==> src/rtl/flash_xip_cache.sv <==
// Direct-mapped, word-granular read cache between the CPU APB port and the SPI/XIP controller.
// Flash-window reads are served from the cache or refilled downstream; other addresses pass straight through.
module flash_xip_cache #(
    parameter logic [31:0] FLASH_BASE = 32'h3000_0000,
    parameter logic [31:0] FLASH_END  = 32'h3fff_ffff,
    parameter int unsigned IDX_W      = 4
) (
    input  logic        clock,
    input  logic        reset,
    input  logic [31:0] in_paddr,
    input  logic        in_psel,
    input  logic        in_penable,
    input  logic [2:0]  in_pprot,
    input  logic        in_pwrite,
    input  logic [31:0] in_pwdata,
    input  logic [3:0]  in_pstrb,
    output logic        in_pready,
    output logic [31:0] in_prdata,
    output logic        in_pslverr,
    output logic [31:0] out_paddr,
    output logic        out_psel,
    output logic        out_penable,
    output logic [2:0]  out_pprot,
    output logic        out_pwrite,
    output logic [31:0] out_pwdata,
    output logic [3:0]  out_pstrb,
    input  logic        out_pready,
    input  logic [31:0] out_prdata,
    input  logic        out_pslverr,
    input  logic        flush,
    output logic [31:0] hit_cnt,
    output logic [31:0] miss_cnt
);
    // state       | meaning
    // IDLE        | waiting for an upstream access phase, classify it
    // RESP        | one-cycle upstream in_pready with registered rdata/err
    // MISS_SETUP  | downstream read setup for a cache refill
    // MISS_ACCESS | downstream read access, wait for out_pready, then fill
    // PASS_SETUP  | downstream setup for a non-flash access
    // PASS_ACCESS | downstream access for a non-flash access
    localparam int unsigned ENTRIES = 2 ** IDX_W;
    localparam int unsigned TAG_W   = 24 - (IDX_W + 2);

    typedef enum logic [2:0] {
        S_IDLE,
        S_RESP,
        S_MISS_SETUP,
        S_MISS_ACCESS,
        S_PASS_SETUP,
        S_PASS_ACCESS
    } state_t;

    state_t             state_q, state_d;
    logic [31:0]        addr_q, addr_d;
    logic [2:0]         pprot_q, pprot_d;
    logic               pwrite_q, pwrite_d;
    logic [31:0]        pwdata_q, pwdata_d;
    logic [3:0]         pstrb_q, pstrb_d;
    logic [31:0]        rdata_q, rdata_d;
    logic               err_q, err_d;
    logic               suppress_q, suppress_d;
    logic [31:0]        hit_cnt_q, hit_cnt_d;
    logic [31:0]        miss_cnt_q, miss_cnt_d;
    logic [ENTRIES-1:0] valid_q, valid_d;

    logic [TAG_W-1:0]   tag_mem  [ENTRIES];
    logic [31:0]        data_mem [ENTRIES];

    logic [IDX_W-1:0]   lkp_idx, fill_idx;
    logic [TAG_W-1:0]   lkp_tag, fill_tag;
    logic               in_flash, lkp_hit, fill_en;

    assign lkp_idx  = in_paddr[IDX_W+1:2];
    assign lkp_tag  = in_paddr[23:IDX_W+2];
    assign fill_idx = addr_q[IDX_W+1:2];
    assign fill_tag = addr_q[23:IDX_W+2];
    assign in_flash = (in_paddr >= FLASH_BASE) && (in_paddr <= FLASH_END);
    assign lkp_hit  = valid_q[lkp_idx] && (tag_mem[lkp_idx] == lkp_tag);

    always_comb begin
        state_d    = state_q;
        addr_d     = addr_q;
        pprot_d    = pprot_q;
        pwrite_d   = pwrite_q;
        pwdata_d   = pwdata_q;
        pstrb_d    = pstrb_q;
        rdata_d    = rdata_q;
        err_d      = err_q;
        suppress_d = suppress_q;
        hit_cnt_d  = hit_cnt_q;
        miss_cnt_d = miss_cnt_q;
        valid_d    = valid_q;
        fill_en    = 1'b0;

        case (state_q)
            S_IDLE: begin
                if (in_psel && in_penable) begin
                    if (in_flash && !in_pwrite) begin
                        if (lkp_hit) begin
                            rdata_d   = data_mem[lkp_idx];
                            err_d     = 1'b0;
                            hit_cnt_d = (hit_cnt_q == '1) ? hit_cnt_q : hit_cnt_q + 32'd1;
                            state_d   = S_RESP;
                        end else begin
                            addr_d     = {in_paddr[31:2], 2'b00};
                            pprot_d    = in_pprot;
                            pwrite_d   = 1'b0;
                            pwdata_d   = '0;
                            pstrb_d    = '0;
                            suppress_d = 1'b0;
                            miss_cnt_d = (miss_cnt_q == '1) ? miss_cnt_q : miss_cnt_q + 32'd1;
                            state_d    = S_MISS_SETUP;
                        end
                    end else if (in_flash) begin
                        // flash is read-only through this path
                        rdata_d = '0;
                        err_d   = 1'b1;
                        state_d = S_RESP;
                    end else begin
                        addr_d   = in_paddr;
                        pprot_d  = in_pprot;
                        pwrite_d = in_pwrite;
                        pwdata_d = in_pwdata;
                        pstrb_d  = in_pstrb;
                        state_d  = S_PASS_SETUP;
                    end
                end
            end
            S_RESP:       state_d = S_IDLE;
            S_MISS_SETUP: state_d = S_MISS_ACCESS;
            S_MISS_ACCESS: begin
                if (out_pready) begin
                    rdata_d = out_prdata;
                    err_d   = out_pslverr;
                    fill_en = !out_pslverr && !suppress_q && !flush;
                    state_d = S_RESP;
                end
            end
            S_PASS_SETUP: state_d = S_PASS_ACCESS;
            S_PASS_ACCESS: begin
                if (out_pready) begin
                    rdata_d = out_prdata;
                    err_d   = out_pslverr;
                    state_d = S_RESP;
                end
            end
            default: state_d = S_IDLE;
        endcase

        if (fill_en) begin
            valid_d[fill_idx] = 1'b1;
        end
        // a flush anywhere in the refill window poisons that refill
        if (flush) begin
            valid_d = '0;
            if (state_q == S_MISS_SETUP || state_q == S_MISS_ACCESS) begin
                suppress_d = 1'b1;
            end
        end
    end

    always_ff @(posedge clock or posedge reset) begin
        if (reset) begin
            state_q    <= S_IDLE;
            addr_q     <= '0;
            pprot_q    <= '0;
            pwrite_q   <= 1'b0;
            pwdata_q   <= '0;
            pstrb_q    <= '0;
            rdata_q    <= '0;
            err_q      <= 1'b0;
            suppress_q <= 1'b0;
            hit_cnt_q  <= '0;
            miss_cnt_q <= '0;
            valid_q    <= '0;
        end else begin
            state_q    <= state_d;
            addr_q     <= addr_d;
            pprot_q    <= pprot_d;
            pwrite_q   <= pwrite_d;
            pwdata_q   <= pwdata_d;
            pstrb_q    <= pstrb_d;
            rdata_q    <= rdata_d;
            err_q      <= err_d;
            suppress_q <= suppress_d;
            hit_cnt_q  <= hit_cnt_d;
            miss_cnt_q <= miss_cnt_d;
            valid_q    <= valid_d;
        end
    end

    // line storage needs no reset; valid_q gates every use
    always_ff @(posedge clock) begin
        if (fill_en) begin
            tag_mem[fill_idx]  <= fill_tag;
            data_mem[fill_idx] <= out_prdata;
        end
    end

    always_comb begin
        out_psel    = (state_q == S_MISS_SETUP) || (state_q == S_MISS_ACCESS) ||
                      (state_q == S_PASS_SETUP) || (state_q == S_PASS_ACCESS);
        out_penable = (state_q == S_MISS_ACCESS) || (state_q == S_PASS_ACCESS);
        out_paddr   = out_psel ? addr_q   : '0;
        out_pprot   = out_psel ? pprot_q  : '0;
        out_pwrite  = out_psel ? pwrite_q : 1'b0;
        out_pwdata  = out_psel ? pwdata_q : '0;
        out_pstrb   = out_psel ? pstrb_q  : '0;
        in_pready   = (state_q == S_RESP);
        in_prdata   = in_pready ? rdata_q : '0;
        in_pslverr  = in_pready ? err_q   : 1'b0;
    end

    assign hit_cnt  = hit_cnt_q;
    assign miss_cnt = miss_cnt_q;

endmodule

==> config.mk <==
export PLATFORM = sky130hd
export DESIGN_NAME = flash_xip_cache
export DESIGN_NICKNAME = d
export VERILOG_FILES = /design/src/rtl/flash_xip_cache.sv
export SDC_FILE = /design/constraint.sdc
export NUM_CORES = 1
export LEC_CHECK = 0
export BUFFER_PORTS_ARGS = -buffer_cell sky130_fd_sc_hd__clkbuf_2
export CAP_MARGIN = 20
export CORE_ASPECT_RATIO = 1.75
export CORE_MARGIN = 5
export CORE_UTILIZATION = 60
export DETAILED_ROUTE_END_ITERATION = 6
export GPL_TIMING_DRIVEN = 0
export PLACE_DENSITY = 0.79
export SLEW_MARGIN = 0
export SYNTH_ARGS = -nofsm -noshare
export SYNTH_HDL_FRONTEND = slang
export SYNTH_SLANG_ARGS = --single-unit
==> constraint.sdc <==
create_clock -name clock -period 19 [get_ports clock]
set_input_delay 3.8 -clock clock [delete_from_list [all_inputs] [get_ports clock]]
set_output_delay 3.8 -clock clock [all_outputs]
set_load 0.01 [all_outputs]
==> flow_summary.json <==
{
  "syn-num-nets": 2199,
  "die_area_sq_mm": 0.0715,
  "dr.pass1.iters": 7,
  "synth-edff-count": 800,
  "drc": 1,
  "layout-drive-gt1-share_pct": 31.5,
  "slew_headroom_pct": 24.6,
  "crit_family": "buffers and inverters",
  "powerDensity_mw_per_mm2": 112,
  "drt-initial-drc-count": 2933,
  "cp_num_buf_inv": 7,
  "min_from": "miss_cnt[19]$_DFFE_PP0P_",
  "cts_tree": "yes",
  "finalClockSkew_ns": 0.0302,
  "synth-main-ff-cell": "edfxtp_1",
  "worst_slew_pin_slew_ns": 1.12,
  "drv_slew": 0,
  "track_usage_pct": 29.3,
  "io_pins": 283,
  "htree_levels": 3,
  "die_y_microns": 350,
  "layout_setup_ws_ns": 11.05,
  "worst_setup_path_start_kind": "input pin",
  "status": "finished with violations",
  "cts_setup_buffers": 0,
  "path_cells": "buf_4 -> buf_2 -> clkbuf_1 -> buf_2 -> buf_1 -> buf_1 -> mux4_2 -> mux4_2 -> inv_1 -> o21ai_0 -> mux2_4",
  "syn_area_sq_mm": 0.0397,
  "num_vias": 22261,
  "wl_microns": 106000,
  "ant_nets": 0,
  "cp_data_required_time_ns": 19.51,
  "cp_max_fo": 10,
  "peakVddDrop_mv": 0.0808,
  "ys_warn_count": 0,
  "grt_pass1_wl_microns": 153000,
  "layout.nets": 2632,
  "cts_hold_buf": 0,
  "p_total_mw": 5.18,
  "globalplace.congestion": 0.835,
  "reg2reg_depth": 10,
  "hpwl_microns": 67500,
  "yosysUniqueCellTypes": 58,
  "worstPathArrival_ns": 8.46,
  "holdWs_ns": 0.487,
  "hp-class": "reg2reg",
  "syn_inst": 2085,
  "numCtsBuffers": 86,
  "clock_sinks": 989,
  "nFillCells": 3906,
  "max_freq_mhz": 126,
  "reg2reg_to": "addr_q[7]$_DFFE_PP0P_",
  "std_cell_rows": 124,
  "antenna_found_initial": 3,
  "clk_path_buf_depth": 3,
  "async_flop_share_pct": 19.1,
  "hold_viol_final": 0,
  "vias_per_cell": 6.40,
  "holdPathStages": 1,
  "ys_seq_area_share_pct": 72.5,
  "overflow": 0,
  "grt_pass1_vias": 23382,
  "rsz0062_at_grt": "false",
  "die_w_microns": 204,
  "io_buffer_count": 276,
  "ys_ff_latch": 989,
  "syn_avg_cell_area_sq_um": 19.0,
  "failed_checks": "design-rule violations",
  "critPathKind": "in2reg",
  "reg2reg_setup_slack_ns": 14.72,
  "clock_latency_ns": 0.65,
  "wl_per_cell_microns": 30.4,
  "syn_to_final_growth_pct": 16.6,
  "p_leak_nw": 16.9,
  "maxCapViolCount": 0,
  "place_ws_ns": 10.49,
  "grt_max_degree": 121,
  "crit_slowest_cell": "buf_1",
  "cp-end-kind": "register",
  "initial_core_util_pct": 60.6,
  "design.core.area_sq_mm": 0.0655,
  "hold_path_end": "miss_cnt[19]$_DFFE_PP0P_",
  "clk_pin_slew_ns": 0.07,
  "slowest_delay_ns": 0.73,
  "setup-tns-final_ns": 0,
  "min_period_ns": 7.95,
  "min_period_over_period_pct": 41.8,
  "post_cts_resized": 0,
  "r2r_start": "tag_mem[0][4]$_DFFE_PP_",
  "cts_root_buf": "clkbuf_16",
  "setup_viol": 0
}
## kinds of logic after synthesis
kind of cell,Yosys count,synth area share [%]
AO/OA/AOI/OAI,124,2.37
XOR/XNOR,93,2.05
adder cells (fa/ha/maj),3,0.0947
buffers and inverters,160,1.85
flip-flops,989,72.5
multiplexers,337,16.1
AND/OR/NAND/NOR,379,5.08
## cell usage in the layout, fill, tap and decap left out, drive strengths merged, types with 44 or more instances in the layout
master / instances
edfxtp: 800
mux2: 76
mux4: 223
buf: 131
nor2b: 78
nand2: 74
inv: 56
nor2: 63
clkbuf: 433
dfrtp: 189
and2: 44
xnor2: 51
## through the flow
step	std cells	area (sq um)	util, %
6_report	3477	46200	70.6
5_1_grt	3475	46200	70.6
4_1_cts	3459	46000	70.3
3_5_place_dp	3299	43200	65.9
3_3_place_gp	3243	42100	64.4
2_1_floorplan	2085	39700	-
## routing by layer
layer	GRT usage, %	share of wire (%)
met5	0.270	0
met4	13.7	4.5
met3	4.60	8.7
met2	51.4	53
met1	35.9	33
## worst max-delay path by stage
stage | from | to | slack [ns] | depth (start not counted)
after detailed placement | in_paddr[3] | rdata_q[2]$_DFFE_PP0P_ | 10.49 | 11
after floorplan | reset | addr_q[0]$_DFFE_PP0P_ | 10.06 | 1
after CTS | in_paddr[3] | rdata_q[2]$_DFFE_PP0P_ | 11.14 | 11
after global routing | in_paddr[3] | hit_cnt[4]$_DFFE_PP0P_ | 11.00 | 12
after global placement | flush | tag_mem[4][11]$_DFFE_PP_ | 5.90 | 5
final | in_paddr[3] | rdata_q[2]$_DFFE_PP0P_ | 11.05 | 11
## sequential cells by signal, indices dropped and copies added (netlist names)
signal	count
state_q	3
data_mem	512
pwdata_q	32
hit_cnt	32
miss_cnt	32
valid_q	16
rdata_q	32
suppress_q	1
addr_q	32
tag_mem	288
pprot_q	3
pstrb_q	4
err_q	1
pwrite_q	1
## power by group
group	total, mW	switching [mW]	internal (mW)
Clock	1.80	0.788	1.01
Combinational	0.698	0.402	0.296
Sequential	2.69	0.146	2.54
Total	5.18	1.34	3.85
## cells in the mapped netlist (6+ instances only)
| cell | n | area [sq um] |
|---|---|---|
| a21oi_1 | 6 | 30.0 |
| a22o_1 | 40 | 350 |
| a22oi_1 | 6 | 45.0 |
| and2_1 | 44 | 275 |
| and3_1 | 14 | 87.6 |
| and4_1 | 8 | 70.1 |
| buf_1 | 25 | 93.8 |
| buf_2 | 15 | 75.1 |
| buf_4 | 16 | 120 |
| buf_6 | 7 | 78.8 |
| clkbuf_1 | 44 | 165 |
| dfrtp_1 | 189 | 4730 |
| edfxtp_1 | 800 | 24000 |
| inv_1 | 53 | 199 |
| mux2_1 | 25 | 282 |
| mux2_2 | 21 | 236 |
| mux2_4 | 30 | 450 |
| mux2i_1 | 38 | 380 |
| mux4_2 | 223 | 5020 |
| nand2_1 | 74 | 278 |
| nand2b_1 | 9 | 56.3 |
| nand3_1 | 31 | 155 |
| nand4_1 | 10 | 62.6 |
| nor2_1 | 63 | 236 |
| nor2b_1 | 78 | 488 |
| nor3_1 | 28 | 140 |
| nor4_1 | 6 | 37.5 |
| o21ai_0 | 37 | 185 |
| or3_1 | 7 | 43.8 |
| xnor2_1 | 51 | 447 |
| xor2_1 | 42 | 368 |
## area by class of cell
| cell class | instances | area, sq um | area share [%] |
|---|---|---|---|
| timing repair buffer | 345 | 2480 | 5.36 |
| sequential | 989 | 28800 | 62.2 |
| clock buffer | 113 | 2340 | 5.05 |
| antenna | 5 | 12.5 | 0.0271 |
| multi-input combinational | 936 | 10300 | 22.3 |
| buffer | 107 | 533 | 1.15 |
| clock inverter | 47 | 526 | 1.14 |
| inverter | 53 | 206 | 0.447 |
| tap | 882 | 1100 | 2.39 |
No activity file was read; power rests on OpenSTA's default activity.
